==> src/rtl/eth_tx_header_insert.sv <==
// Ethernet TX header inserter: prepends dst MAC, source MAC and ethertype to an
// AXI-Stream payload, shifting payload bytes two lanes to follow the 14-byte header.
module eth_tx_header_insert #(
  parameter logic [47:0] P_SRC_MAC = 48'h0A0B_0C0D_0E0F
) (
  input  logic        i_clk,
  input  logic        i_rst_n,
  input  logic [63:0] s_axis_tdata,
  input  logic [79:0] s_axis_tuser,
  input  logic [7:0]  s_axis_tkeep,
  input  logic        s_axis_tlast,
  input  logic        s_axis_tvalid,
  output logic        s_axis_tready,
  output logic [63:0] m_axis_tdata,
  output logic [7:0]  m_axis_tkeep,
  output logic        m_axis_tlast,
  output logic        m_axis_tvalid,
  input  logic        m_axis_tready,
  output logic [15:0] o_frame_cnt
);

  typedef enum logic [2:0] {
    ST_IDLE = 3'd0,
    ST_HDR0 = 3'd1,
    ST_HDR1 = 3'd2,
    ST_DATA = 3'd3,
    ST_TAIL = 3'd4
  } state_t;

  state_t      state_r;
  logic [47:0] rem_r;
  logic [15:0] type_r;
  logic [7:0]  tail_keep_r;
  logic        free_s;
  logic        consume_s;
  logic [47:0] prefix_s;
  logic [63:0] pay_data_s;
  logic [7:0]  pay_keep_s;
  logic        pay_last_s;
  state_t      pay_next_s;
  logic        unused_s;

  function automatic logic [63:0] mask_lanes(input logic [63:0] data, input logic [7:0] keep);
    logic [63:0] res;
    res = 64'h0;
    for (int i = 0; i < 8; i++) begin
      if (keep[i]) begin
        res[i*8 +: 8] = data[i*8 +: 8];
      end else begin
        res[i*8 +: 8] = 8'h00;
      end
    end
    return res;
  endfunction

  assign free_s    = ~m_axis_tvalid | m_axis_tready;
  assign consume_s = s_axis_tvalid & s_axis_tready;
  // The length field in tuser carries no information this block needs.
  assign unused_s  = ^s_axis_tuser[79:64];

  // Upstream ready as a function of state and output slot availability
  always_comb begin
    s_axis_tready = 1'b0;
    case (state_r)
      ST_IDLE: s_axis_tready = 1'b0;
      ST_HDR0: s_axis_tready = m_axis_tready;
      ST_HDR1: s_axis_tready = 1'b1;
      ST_DATA: s_axis_tready = free_s;
      ST_TAIL: s_axis_tready = 1'b0;
      default: s_axis_tready = 1'b0;
    endcase
  end

  // Realigned output beat formed from the carried-over bytes and the current input beat
  always_comb begin
    if (state_r == ST_DATA) begin
      prefix_s = rem_r;
    end else begin
      prefix_s = {P_SRC_MAC[31:0], type_r};
    end
    if (s_axis_tlast) begin
      if (s_axis_tkeep[5]) begin
        pay_keep_s = 8'hFF;
        pay_last_s = 1'b0;
        pay_next_s = ST_TAIL;
      end else begin
        // At most two bytes in the last beat: they fit alongside the carried six.
        pay_keep_s = {6'b11_1111, s_axis_tkeep[7:6]};
        pay_last_s = 1'b1;
        pay_next_s = ST_IDLE;
      end
    end else begin
      pay_keep_s = 8'hFF;
      pay_last_s = 1'b0;
      pay_next_s = ST_DATA;
    end
    pay_data_s = mask_lanes({prefix_s, s_axis_tdata[63:48]}, pay_keep_s);
  end

  // Framing FSM with registered output beat and frame counter
  always_ff @(posedge i_clk or negedge i_rst_n) begin
    if (!i_rst_n) begin
      state_r       <= ST_IDLE;
      rem_r         <= 48'h0;
      type_r        <= 16'h0;
      tail_keep_r   <= 8'h00;
      m_axis_tdata  <= 64'h0;
      m_axis_tkeep  <= 8'h00;
      m_axis_tlast  <= 1'b0;
      m_axis_tvalid <= 1'b0;
      o_frame_cnt   <= 16'h0;
    end else begin
      if (m_axis_tvalid && m_axis_tready && m_axis_tlast) begin
        o_frame_cnt <= o_frame_cnt + 16'd1;
      end
      case (state_r)
        ST_IDLE: begin
          if (s_axis_tvalid && free_s) begin
            m_axis_tdata  <= {s_axis_tuser[63:16], P_SRC_MAC[47:32]};
            m_axis_tkeep  <= 8'hFF;
            m_axis_tlast  <= 1'b0;
            m_axis_tvalid <= 1'b1;
            type_r        <= s_axis_tuser[15:0];
            state_r       <= ST_HDR0;
          end else if (free_s) begin
            m_axis_tdata  <= 64'h0;
            m_axis_tkeep  <= 8'h00;
            m_axis_tlast  <= 1'b0;
            m_axis_tvalid <= 1'b0;
          end
        end
        ST_HDR0, ST_HDR1, ST_DATA: begin
          if (consume_s) begin
            m_axis_tdata  <= pay_data_s;
            m_axis_tkeep  <= pay_keep_s;
            m_axis_tlast  <= pay_last_s;
            m_axis_tvalid <= 1'b1;
            rem_r         <= s_axis_tdata[47:0];
            tail_keep_r   <= {s_axis_tkeep[5:0], 2'b00};
            state_r       <= pay_next_s;
          end else if (free_s) begin
            m_axis_tdata  <= 64'h0;
            m_axis_tkeep  <= 8'h00;
            m_axis_tlast  <= 1'b0;
            m_axis_tvalid <= 1'b0;
            if (state_r == ST_HDR0) begin
              state_r <= ST_HDR1;
            end
          end
        end
        ST_TAIL: begin
          if (free_s) begin
            m_axis_tdata  <= mask_lanes({rem_r, 16'h0}, tail_keep_r);
            m_axis_tkeep  <= tail_keep_r;
            m_axis_tlast  <= 1'b1;
            m_axis_tvalid <= 1'b1;
            state_r       <= ST_IDLE;
          end
        end
        default: begin
          state_r <= ST_IDLE;
        end
      endcase
    end
  end

endmodule
==> config.mk <==
export PLATFORM = sky130hd
export DESIGN_NAME = eth_tx_header_insert
export DESIGN_NICKNAME = d
export VERILOG_FILES = /design/src/rtl/eth_tx_header_insert.sv
export SDC_FILE = /design/constraint.sdc
export NUM_CORES = 1
export LEC_CHECK = 0
export ABC_AREA = 1
export CORE_MARGIN = 4
export CORE_UTILIZATION = 35
export DETAILED_ROUTE_END_ITERATION = 8
export GPL_TIMING_DRIVEN = 0
export PLACE_DENSITY = 0.68
export SYNTH_ARGS = -nofsm -noshare
export SYNTH_HDL_FRONTEND = slang
export SYNTH_SLANG_ARGS = --single-unit
==> constraint.sdc <==
create_clock -name i_clk -period 4.7 [get_ports i_clk]
set_input_delay 0.47 -clock i_clk [delete_from_list [all_inputs] [get_ports i_clk]]
set_output_delay 0.47 -clock i_clk [all_outputs]
set_load 0.05 [all_outputs]
# [Word level (Yosys, flattened, before mapping)]
# Cells that the tools add are included.
[classes] n_eq_ne=8 addsub=1 n_reduce_logical=10 bitwise_logic=3 mux=47
[ops] operator="$mux W64" count=4
[ops] operator="$pmux W64 S3" count=1
[ops] operator="$mux W8" count=19
[ops] operator="$mux W48" count=1
[ops] operator="$pmux W8 S3" count=1
[ops] operator="$mux W3" count=7
[ops] operator="$add A16 B1 Y16 const B" count=1
[ops] operator="$mux W1" count=9
[ops] operator="$pmux W1 S3" count=3
[ops] operator="$pmux W3 S3" count=1
[ops] operator="$eq A3 B2 Y1 const B" count=2
[ops] operator="$ne A3 B3 Y1 const B" count=2
[ops] operator="$reduce_and A2 Y1" count=3
[ops] operator="$ne A2 B2 Y1 const B" count=2
[ops] operator="$reduce_and A4 Y1" count=1
[ops] operator="$eq A3 B1 Y1 const B" count=1
[ops] operator="$eq A3 B3 Y1 const B" count=1
[ops] operator="$logic_and A1 B1 Y1" count=3
[ops] operator="$logic_not A3 Y1" count=1
[ops] operator="$reduce_bool A3 Y1" count=1
[ops] operator="$reduce_or A3 Y1" count=1
[ops] operator="$mux W2" count=1
[ops] operator="$and A1 B1 Y1" count=1
[ops] operator="$not A1 Y1" count=1
[ops] operator="$or A1 B1 Y1" count=1
[totals] word_cells=78 ff_bits=163

# [Longest topological paths before layout]
# Gate-level depths: netlist of the first run.
[logic_depth] word_depth=6 mapped_depth=13 mapped_depth_nobuf=11

# [Least setup slack after synthesis of the first run]
# No wires, ideal clock.
[synth_timing] path_kind="flip-flop to flip-flop" start="register m_axis_tvalid" end="register o_frame_cnt[14]" setup_slack_ps=2796 stages_incl_launch_ff=9 setup_ps=119 t_required_ps=4581 arrival_ps=1785 path_buffers=1 path_cell_list="dfrtp_1 -> buf_2 -> nand3_1 -> nor2_1 -> nand4_1 -> nor2_1 -> nand3_1 -> nand2_1 -> nand2_1"
[synth_via] elab_chain_cells=2
[synth_rtl] element="from (decl)" line_no="17" rtl="output logic m_axis_tvalid,"
[synth_rtl] element="from (signal assigned)" line_no="110" rtl="m_axis_tvalid <= 1'b0;"
[synth_rtl] element="from (signal assigned)" line_no="122" rtl="m_axis_tvalid <= 1'b1;"
[synth_rtl] element="from (signal assigned)" line_no="129" rtl="m_axis_tvalid <= 1'b0;"
[synth_rtl] element="$logic_and A1 B1 Y1 (2 in series)" line_no="113" rtl="if (m_axis_tvalid && m_axis_tready && m_axis_tlast) begin"
[synth_rtl] element="to (signal assigned)" line_no="114" rtl="o_frame_cnt <= o_frame_cnt + 16'd1;"
[synth_rtl] element="to (decl)" line_no="19" rtl="output logic [15:0] o_frame_cnt"
# Every way passes these cells.
# A chain may end at the register's enable or synchronous reset.

# [Final worst setup path of the first run]
[layout_timing] start="input m_axis_tready" end="output s_axis_tready"
[layout_via] elab_chain_cells=2
[layout_rtl] element="from (decl)" line_no="18" rtl="input logic m_axis_tready,"
[layout_rtl] element="$or A1 B1 Y1" line_no="56" rtl="assign free_s = ~m_axis_tvalid | m_axis_tready;"
[layout_rtl] element="$pmux W1 S3 *" line_no="64" rtl="case (state_r)"
[layout_rtl] element="to (decl)" line_no="13" rtl="output logic s_axis_tready,"
# Every way passes the cells marked *; elsewhere a longest branch is shown, timed or not.

==> results of run 1 <==
==> kinds of logic (layout without fill, tap and decap cells) <==
family	Yosys count	after routing	share of synthesized area, %
compound gates	113	113	6.47
xor+xnor	13	13	1.18
fa+ha+maj	1	1	0.130
buf+inv	266	530	11.5
flops	163	163	42.3
mux	16	16	1.87
simple gates	801	801	36.6
==> area by class of cell <==
type	instances	share of cell area, %
repair buffers	232	18.0
multi-input cells	944	34.3
clock buffers	17	3.26
inverters	184	5.30
flip-flops and latches	163	31.3
well taps	341	3.27
clock inverters	15	1.42
plain buffers	82	3.19
==> state kept, by name, summed over array words and instances, names as in the netlist, named ones only <==
name and count:
m_axis_tvalid 1, type_r 16, tail_keep_r 6, m_axis_tdata 59, state_r 3, rem_r 48, m_axis_tlast 1, o_frame_cnt 16
==> layout by cell type, fill, tap and decap left out, drive strengths merged, types with 2 or more instances in the layout <==
| cell | synthesis | final |
|---|---|---|
| nand4 | 63 | 63 |
| or2 | 12 | 12 |
| nor2 | 97 | 97 |
| o22ai | 21 | 21 |
| mux2 | 16 | 16 |
| clkinvlp | 0 | 3 |
| dfrtp | 163 | 163 |
| clkdlybuf4s50 | 0 | 229 |
| buf | 62 | 64 |
| a31oi | 6 | 6 |
| xor2 | 10 | 10 |
| nand3b | 14 | 14 |
| nor3 | 4 | 4 |
| clkbuf | 20 | 37 |
| inv | 184 | 194 |
| nand2 | 469 | 469 |
| bufinv | 0 | 2 |
| xnor2 | 3 | 3 |
| nand3 | 141 | 141 |
| o21ai | 51 | 51 |
| a21oi | 31 | 31 |
| o21bai | 2 | 2 |
==> routing by layer <==
metal / track usage [%] / share of wire [%]
met4: 8.45 / 3.1
met5: 0 / 0
met2: 34.6 / 44
met1: 31.1 / 44
met3: 4.94 / 8.7
==> through the flow <==
stage               total power [W]  setup WS, ps
global route                0.00897          1430
detailed placement          0.00693          1560
floorplan                   0.00531          2800
global placement            0.00684         -3850
CTS                         0.00843          1550
finish                      0.00844          1550
==> repair_timing <==
item	in CTS	in global routing
hold buffers	1	0
resized for setup	0	0
endpoints found under the hold margin	42	0
==> where the power goes <==
part / total, W / internal [W] / switching (W)
clock: 0.00148 / 0.000812 / 0.000666
combinational: 0.00458 / 0.00142 / 0.00315
sequential: 0.00238 / 0.00198 / 0.000403
==> worst max-delay path, stage by stage <==
cell and delay [ps]:
clkdlybuf4s50_1 550, inv_2 100, nor2_2 150, nand2_4 90
nand2_4 170, buf_2 290, clkdlybuf4s50_1 860
==> final timing paths <==
path,cells after the start,slack [ps],start,endpoint
min reg2reg,1,470,o_frame_cnt[15],o_frame_cnt[15]
max,7,1550,m_axis_tready,s_axis_tready
min in group asynchronous,2,540,i_rst_n,type_r[7]
min,1,470,o_frame_cnt[15],o_frame_cnt[15]
max in group asynchronous,3,3240,i_rst_n,m_axis_tdata[41]
max reg2reg,6,2640,state_r[1],flop
==> out/results.ini, run 1 <==
[place]
place_area_um2=12400
dpl.cell_count=1945
dp_hpwl_mm=26.4
gp_congestion=0.914
io_buffers=230

[logic_synthesis]
ys.flop_type=dfrtp_1
syn-cell-area_um2=9650
yosysSeqAreaShare_pct=42.3
synth.largest_area_cell=dfrtp_1
yosysMostFrequentCell=nand2_1
yosys_warnings=0
syn_inst=1373
synth_fp_nets=1531
synth.avg_cell_area_um2=7.03
ys_seq_elements=163
synth_area_leaders=dfrtp_1 (42%), nand2_1 (18%), nand3_1 (7.3%), inv_1 (6.8%), nand4_1 (4.1%)
synth_common_cells=nand2_1 (458), inv_1 (176), dfrtp_1 (163)
synth_top_area_share_pct=42.3
synth_edf_count=0
async_flop_share_pct=100
synth.distinct_cells=36

[layout]
n_antenna_cell=0
fin_nets=1782
synthToLayoutAreaGrowth_pct=35.0
final_util_pct=48.2
instances_no_fill=1978
seq_area_um2=4080
multi_input_area_um2=4460
drive_gt1_share_pct=8.55
fillers=2704
final_area_um2=13000

[worst_setup_path]
cp-end-kind=output pin
cp.required_ps=4230
startpoint_type=primary input
critical_path_class=in -> out
worst-path-max-fanout=10
cp.arrival_ps=2680

[flow_run]
maxCapViolations=0

[clock_network]
clock-sinks=163
max-clock-path-buffers=2
cts-buffers-inserted=17
htree_levels=4
cts_tree=built
clockRootBuffer=clkbuf_16
clock_latency_ps=440
path_clk_slew_ps=70
post_cts_buffers=0

[die]
rows=60
die_area_um2=30300
core_um2=27000
die_h_um=174
pin_count=248
start_util_pct=35.7
dieWidth_um=174

[route]
drt_pass1_iterations=6
dr.first_iter.drc_count=979
via_per_inst=5.13
post_drt_wl_per_cell_um=17.5
routed_wl_mm=34.7
drc=0
ant_nets=0
vias=10156

[grt]
grt_pass1_vias=9703
grt_pass1_wl_mm=53.9
grt-ovfl-total=0
grt_start_max_net_pins=106
antenna_found_initial=0
grtUsageTotal_pct=22.5

[sta]
rsz0062_at_grt=no
clock-skew-final_ps=13.3
setup_viol=0
fmax_ghz=0.317
min_period_ps=3150
post-route-period-util_pct=67.1
final.setup.tns_ps=0
slew_headroom_pct=49.2
maxSlewViolCount=0
whs_ps=470
hold_viol=0
tightest_slew_ps=762

[power]
vdd_drop_max_v=0.000303
power_density_nw_per_um2=647
p_leak_nw=6.41

[status]
status=complete, no violations

[worst_hold_path]
hp-class=reg -> reg

Power figures use the tool's default switching activity.
==> inputs of run 2 (changes only) <==
--- a/config.mk
+++ b/config.mk
@@ -10,7 +10,7 @@
 export CORE_UTILIZATION = 35
 export DETAILED_ROUTE_END_ITERATION = 8
 export GPL_TIMING_DRIVEN = 0
-export PLACE_DENSITY = 0.68
+export PLACE_DENSITY = 0.7
 export SYNTH_ARGS = -nofsm -noshare
 export SYNTH_HDL_FRONTEND = slang
 export SYNTH_SLANG_ARGS = --single-unit
==> constraint.sdc (replaced) <==
create_clock -name i_clk -period 2.9 [get_ports i_clk]
set_input_delay 0.29 -clock i_clk [delete_from_list [all_inputs] [get_ports i_clk]]
set_output_delay 0.29 -clock i_clk [all_outputs]
set_load 0.05 [all_outputs]
==> run 2 against run 1 <==
Net effect:
- clock power grew 61%
- largest power group unchanged
- largest cell class unchanged
- clock skew shrank 0.78 ps
- via count shrank 1.3%
- worst setup slack lost 1300 ps
- first-iteration DRC count shrank 2.6%
- sequential cell count is the same
==> out/results.ini, run 2 (synthesis results as in run 1) <==
[layout]
fin_nets=1782
largest_register_ffs=59
final_area_um2=13000
instances_no_fill=1977
synthToLayoutAreaGrowth_pct=35.1
layout_common_cells=nand2_1 (458), clkdlybuf4s50_1 (228), inv_1 (176), dfrtp_1 (163), nand3_1 (141)
reg_top3=m_axis_tdata: 59 flops, rem_r: 48 flops
drive_gt1_share_pct=8.38
final_common_cell=nand2_1
max_flop_register=m_axis_tdata

[worst_setup_path]
crit_path_frequent_cell=nand2_4
cp_slowest_stage_delay_ps=590
critical_path_class=reg -> out
cp.arrival_ps=2360
critPathBufInv=3
crit_start=state_r[1]
r2r_setup_slack_ps=820
worstPathCellList=buf_6, nor2_2, nand2_4, nand2_4, buf_2, dlygate4sd2_1
startpoint_type=flop
cp.required_ps=2610
worst-path-max-fanout=10
cpMaxStageDelayCell=dlygate4sd2_1
critPathTopFamily=buffers and inverters
cp-end-kind=output pin
timing.rr.start=state_r[1]

[die]
die_h_um=174
rows=60
pin_count=248
start_util_pct=35.7
dieWidth_um=174
die_area_um2=30300
core_um2=27000

[sta]
hold_viol=0
maxSlewViolCount=0
slew_headroom_pct=49.0
clock-skew-final_ps=12.5
rsz0062_at_grt=no
fmax_ghz=0.377
tightest_slew_ps=763
setup_viol=0
post-route-period-util_pct=91.5
final.setup.tns_ps=0
min_period_ps=2650

[route]
dr.first_iter.drc_count=954
drc=0
routed_wl_mm=34.4
ant_nets=0
drt_pass1_iterations=6
post_drt_wl_per_cell_um=17.4
vias=10022
via_per_inst=5.07

[clock_network]
post_cts_buffers=0
clockRootBuffer=clkbuf_16
cts-buffers-inserted=17
max-clock-path-buffers=2
clock-sinks=163
cts_tree=built
htree_levels=4
path_clk_slew_ps=70
clock_latency_ps=430

[power]
p_leak_nw=6.40
total_power_w=0.0136
power_density_nw_per_um2=1040
vdd_drop_max_v=0.000500

[place]
dp_hpwl_mm=26.3
gp_congestion=0.896
io_buffers=230
place_area_um2=12400
dpl.cell_count=1945

[grt]
grt_pass1_vias=9887
antenna_found_initial=1
grtUsageTotal_pct=22.4
grt-ovfl-total=0
grt_start_max_net_pins=84
grt_pass1_wl_mm=53.9

[flow_run]
maxCapViolations=0

[worst_hold_path]
min_from=s_axis_tdata[8]
hp-class=in -> reg

[status]
status=complete, no violations

[run 2: cell types whose count changed in the layout (fill, tap and decap cells not counted)]
cell	previous run	this run
inv_8	6	0
clkinv_4	0	3
inv_6	4	1
bufinv_16	2	4
clkbuf_1	20	21
clkdlybuf4s50_1	229	228
clkinv_2	0	1
diode_2	0	1
dlygate4sd2_1	0	1
[run 2: path summary, 6_finish.rpt]
path,end,depth (start not counted)
worst max-delay path,s_axis_tready,6
worst min-delay path,rem_r[8],3
worst max register to register,m_axis_tdata[60],7
worst min register to register,o_frame_cnt[15],1
max in group asynchronous,m_axis_tlast,3
min in group asynchronous,type_r[13],2
[run 2: metrics by stage]
stage | worst slack (ps) | util (%) | hold WS [ps]
global route | 201 | 48.2 | 388
CTS | 265 | 48.2 | 383
global placement | -5450 | 45.8 | 461
floorplan | 996 | - | -5.59
finish | 248 | 48.2 | 399
detailed placement | 129 | 45.9 | 334
[run 2: power breakdown]
| group | switching [W] | internal, W | total [W] |
|---|---|---|---|
| combinational | 0.00504 | 0.00230 | 0.00734 |
| sequential | 0.000654 | 0.00321 | 0.00386 |
| clock | 0.000958 | 0.00144 | 0.00239 |
| total | 0.00665 | 0.00695 | 0.0136 |
[run 2: worst register-to-register path: stages (launching register included)]
cell,delay [ps]
dfrtp_1,460
nor2_4,320
nand2_4,150
nor2_1,560
inv_1,180
o21ai_0,180
nand2_1,70
nand3_1,90
[run 2: repair_timing]
| item | CTS | global route |
|---|---|---|
| resized for setup | 1 | 0 |
| hold buffers | 1 | 0 |
| endpoints found under the setup margin | 1 | 0 |
| hold endpoints to repair | 82 | 0 |
[run 2: area by class of cell]
class	instances	area [µm²]
fillers	2691	14000
well taps	341	427
inverters	184	691
clock buffers	18	429
clock inverters	12	183
flip-flops and latches	163	4080
repair buffers	232	2340
diodes	1	2.50
plain buffers	82	415
multi-input cells	944	4460
[run 2: routing by layer]
layer	GRT usage [%]	share of wire [%]	routed length (µm)
met1	29.3	42	14300
met2	35.4	46	15700
met3	5.02	8.0	2760
met4	10.6	4.6	1600
met5	0	0	0
==> inputs of run 3 (changes only) <==
--- a/config.mk
+++ b/config.mk
@@ -6,11 +6,11 @@
 export NUM_CORES = 1
 export LEC_CHECK = 0
 export ABC_AREA = 1
-export CORE_MARGIN = 4
 export CORE_UTILIZATION = 35
 export DETAILED_ROUTE_END_ITERATION = 8
 export GPL_TIMING_DRIVEN = 0
 export PLACE_DENSITY = 0.7
+export REMOVE_ABC_BUFFERS = 1
 export SYNTH_ARGS = -nofsm -noshare
 export SYNTH_HDL_FRONTEND = slang
 export SYNTH_SLANG_ARGS = --single-unit
==> run 3 against run 2 <==
Net effect:
- register-to-register slack worse by 730 ps
- final cell count down 3.7%
- critical path type is now reg -> reg
- hold slack worse by 9.2 ps
- highest routed layer unchanged
- first-iteration DRC count down 28%
- critical endpoint is now m_axis_tdata[63]
- critical path depth up 1
- worst setup slack worse by 150 ps
==> out/results.ini, run 3 (synthesis results as in run 1) <==
[worst_setup_path]
critical_path_class=reg -> reg
critPathTopFamily=buffers and inverters
worst-path-max-fanout=27
worstPathCellList=inv_2, o21ai_4, buf_16, nand2_2, inv_2, nand2_1, nand3_1
crit_path_frequent_cell=inv_2
cpMaxStageDelayCell=dfrtp_1
cp.arrival_ps=3110
startpoint_type=flop
cp_slowest_stage_delay_ps=550
cp.required_ps=3200
cp-end-kind=flop
critPathBufInv=3

[route]
via_per_inst=5.12
dr.first_iter.drc_count=685
routed_wl_mm=32.5
ant_nets=0
post_drt_wl_per_cell_um=17.0
vias=9746
drc=0
drt_pass1_iterations=5

[die]
die_h_um=168
core_um2=27000
dieWidth_um=168
die_area_um2=28200
start_util_pct=35.7
pin_count=248
rows=60

[grt]
grt_pass1_vias=9443
antenna_found_initial=0
grtUsageTotal_pct=22.9
grt_pass1_wl_mm=50.7
grt-ovfl-total=0
grt_start_max_net_pins=118

[layout]
synthToLayoutAreaGrowth_pct=32.7
layout_common_cells=nand2_1 (457), clkdlybuf4s50_1 (228), inv_1 (175), dfrtp_1 (160), nand3_1 (139)
largest_register_ffs=59
final_common_cell=nand2_1
final_util_pct=47.4
drive_gt1_share_pct=6.46
max_flop_register=m_axis_tdata
fillers=2665
multi_input_area_um2=4540
final_area_um2=12800
n_antenna_cell=0
seq_area_um2=4090
reg_top3=m_axis_tdata: 59 flops, rem_r: 48 flops
fin_nets=1709

[clock_network]
cts_tree=built
path_clk_slew_ps=70
max-clock-path-buffers=2
htree_levels=4
clock_latency_ps=430
cts-buffers-inserted=17
clock-sinks=163
clockRootBuffer=clkbuf_16

[place]
place_area_um2=12100
io_buffers=231
dp_hpwl_mm=20.0
gp_congestion=0.777

[power]
p_leak_nw=6.21
vdd_drop_max_v=0.000471
power_density_nw_per_um2=1040

[sta]
fmax_ghz=0.356
slew_headroom_pct=38.0
hold_viol=0
post-route-period-util_pct=96.8
rsz0062_at_grt=yes
maxSlewViolCount=0
tightest_slew_ps=927
clock-skew-final_ps=14.8
min_period_ps=2810
setup_viol=0

[worst_hold_path]
hp-class=in -> async

[flow_run]
maxCapViolations=0

[status]
status=complete, no violations

-- run 3: worst register-to-register path, cell delays in order (launching register included) --
cell	delay, ps
dfrtp_1	550
inv_2	480
o21ai_4	340
buf_16	260
nand2_2	500
inv_2	330
nand2_1	150
nand3_1	80
-- run 3: report_power, final --
group,total (W),switching (W),internal [W]
combinational,0.00701,0.00480,0.00220
sequential,0.00401,0.000791,0.00321
clock,0.00232,0.00101,0.00130
-- run 3: final timing paths --
| check | start | depth (start not counted) | slack (ps) | to |
|---|---|---|---|---|
| worst max-delay path | state_r[2] | 7 | 90 | m_axis_tdata[63] |
| worst min-delay path | i_rst_n | 2 | 390 | rem_r[45] |
| worst max register to register | state_r[2] | 7 | 90 | m_axis_tdata[63] |
| worst min register to register | o_frame_cnt[15] | 1 | 470 | o_frame_cnt[15] |
| max in group asynchronous | i_rst_n | 3 | 1580 | rem_r[7] |
| min in group i_clk | s_axis_tdata[33] | 3 | 400 | rem_r[33] |
-- run 3: final cells by class --
type / count / area share (%)
Multi-Input combinational cell: 945 / 35.4
Sequential cell: 163 / 31.9
Timing Repair Buffer: 240 / 19.3
Inverter: 184 / 5.45
Clock buffer: 18 / 3.43
Tap cell: 341 / 3.33
Clock inverter: 13 / 1.15
-- run 3: metrics by stage --
stage | setup TNS (ps) | cells | power (W) | hold WS [ps] | setup WS, ps
3_5_place_dp | -109780 | 1869 | 0.0109 | 276 | -1320
5_1_grt | -2.87 | 1904 | 0.0142 | 386 | -2.87
2_1_floorplan | 0 | 1291 | 0.00825 | -5.59 | 32.6
4_1_cts | 0 | 1903 | 0.0133 | 387 | 5.75
3_3_place_gp | -1205270 | 1863 | 0.0106 | 468 | -5710
6_report | 0 | 1904 | 0.0133 | 389 | 93.3
-- run 3: routing by layer --
metal	wire length (µm)	up-vias	part of all wire, %	track usage, %
li1	-	4704	-	-
met5	0	-	0	0
met1	14200	4662	44	30.4
met4	582	0	1.8	7.02
met2	15700	342	48	38.4
met3	1920	38	5.9	3.29
-- run 3: repair_timing --
action	in CTS	in global routing
pin swaps	1	1
buffers inserted	2	0
setup endpoints to repair	120	51
cloned	0	1
endpoints found under the hold margin	63	0
hold buffers	1	0
gates resized for setup	11	10
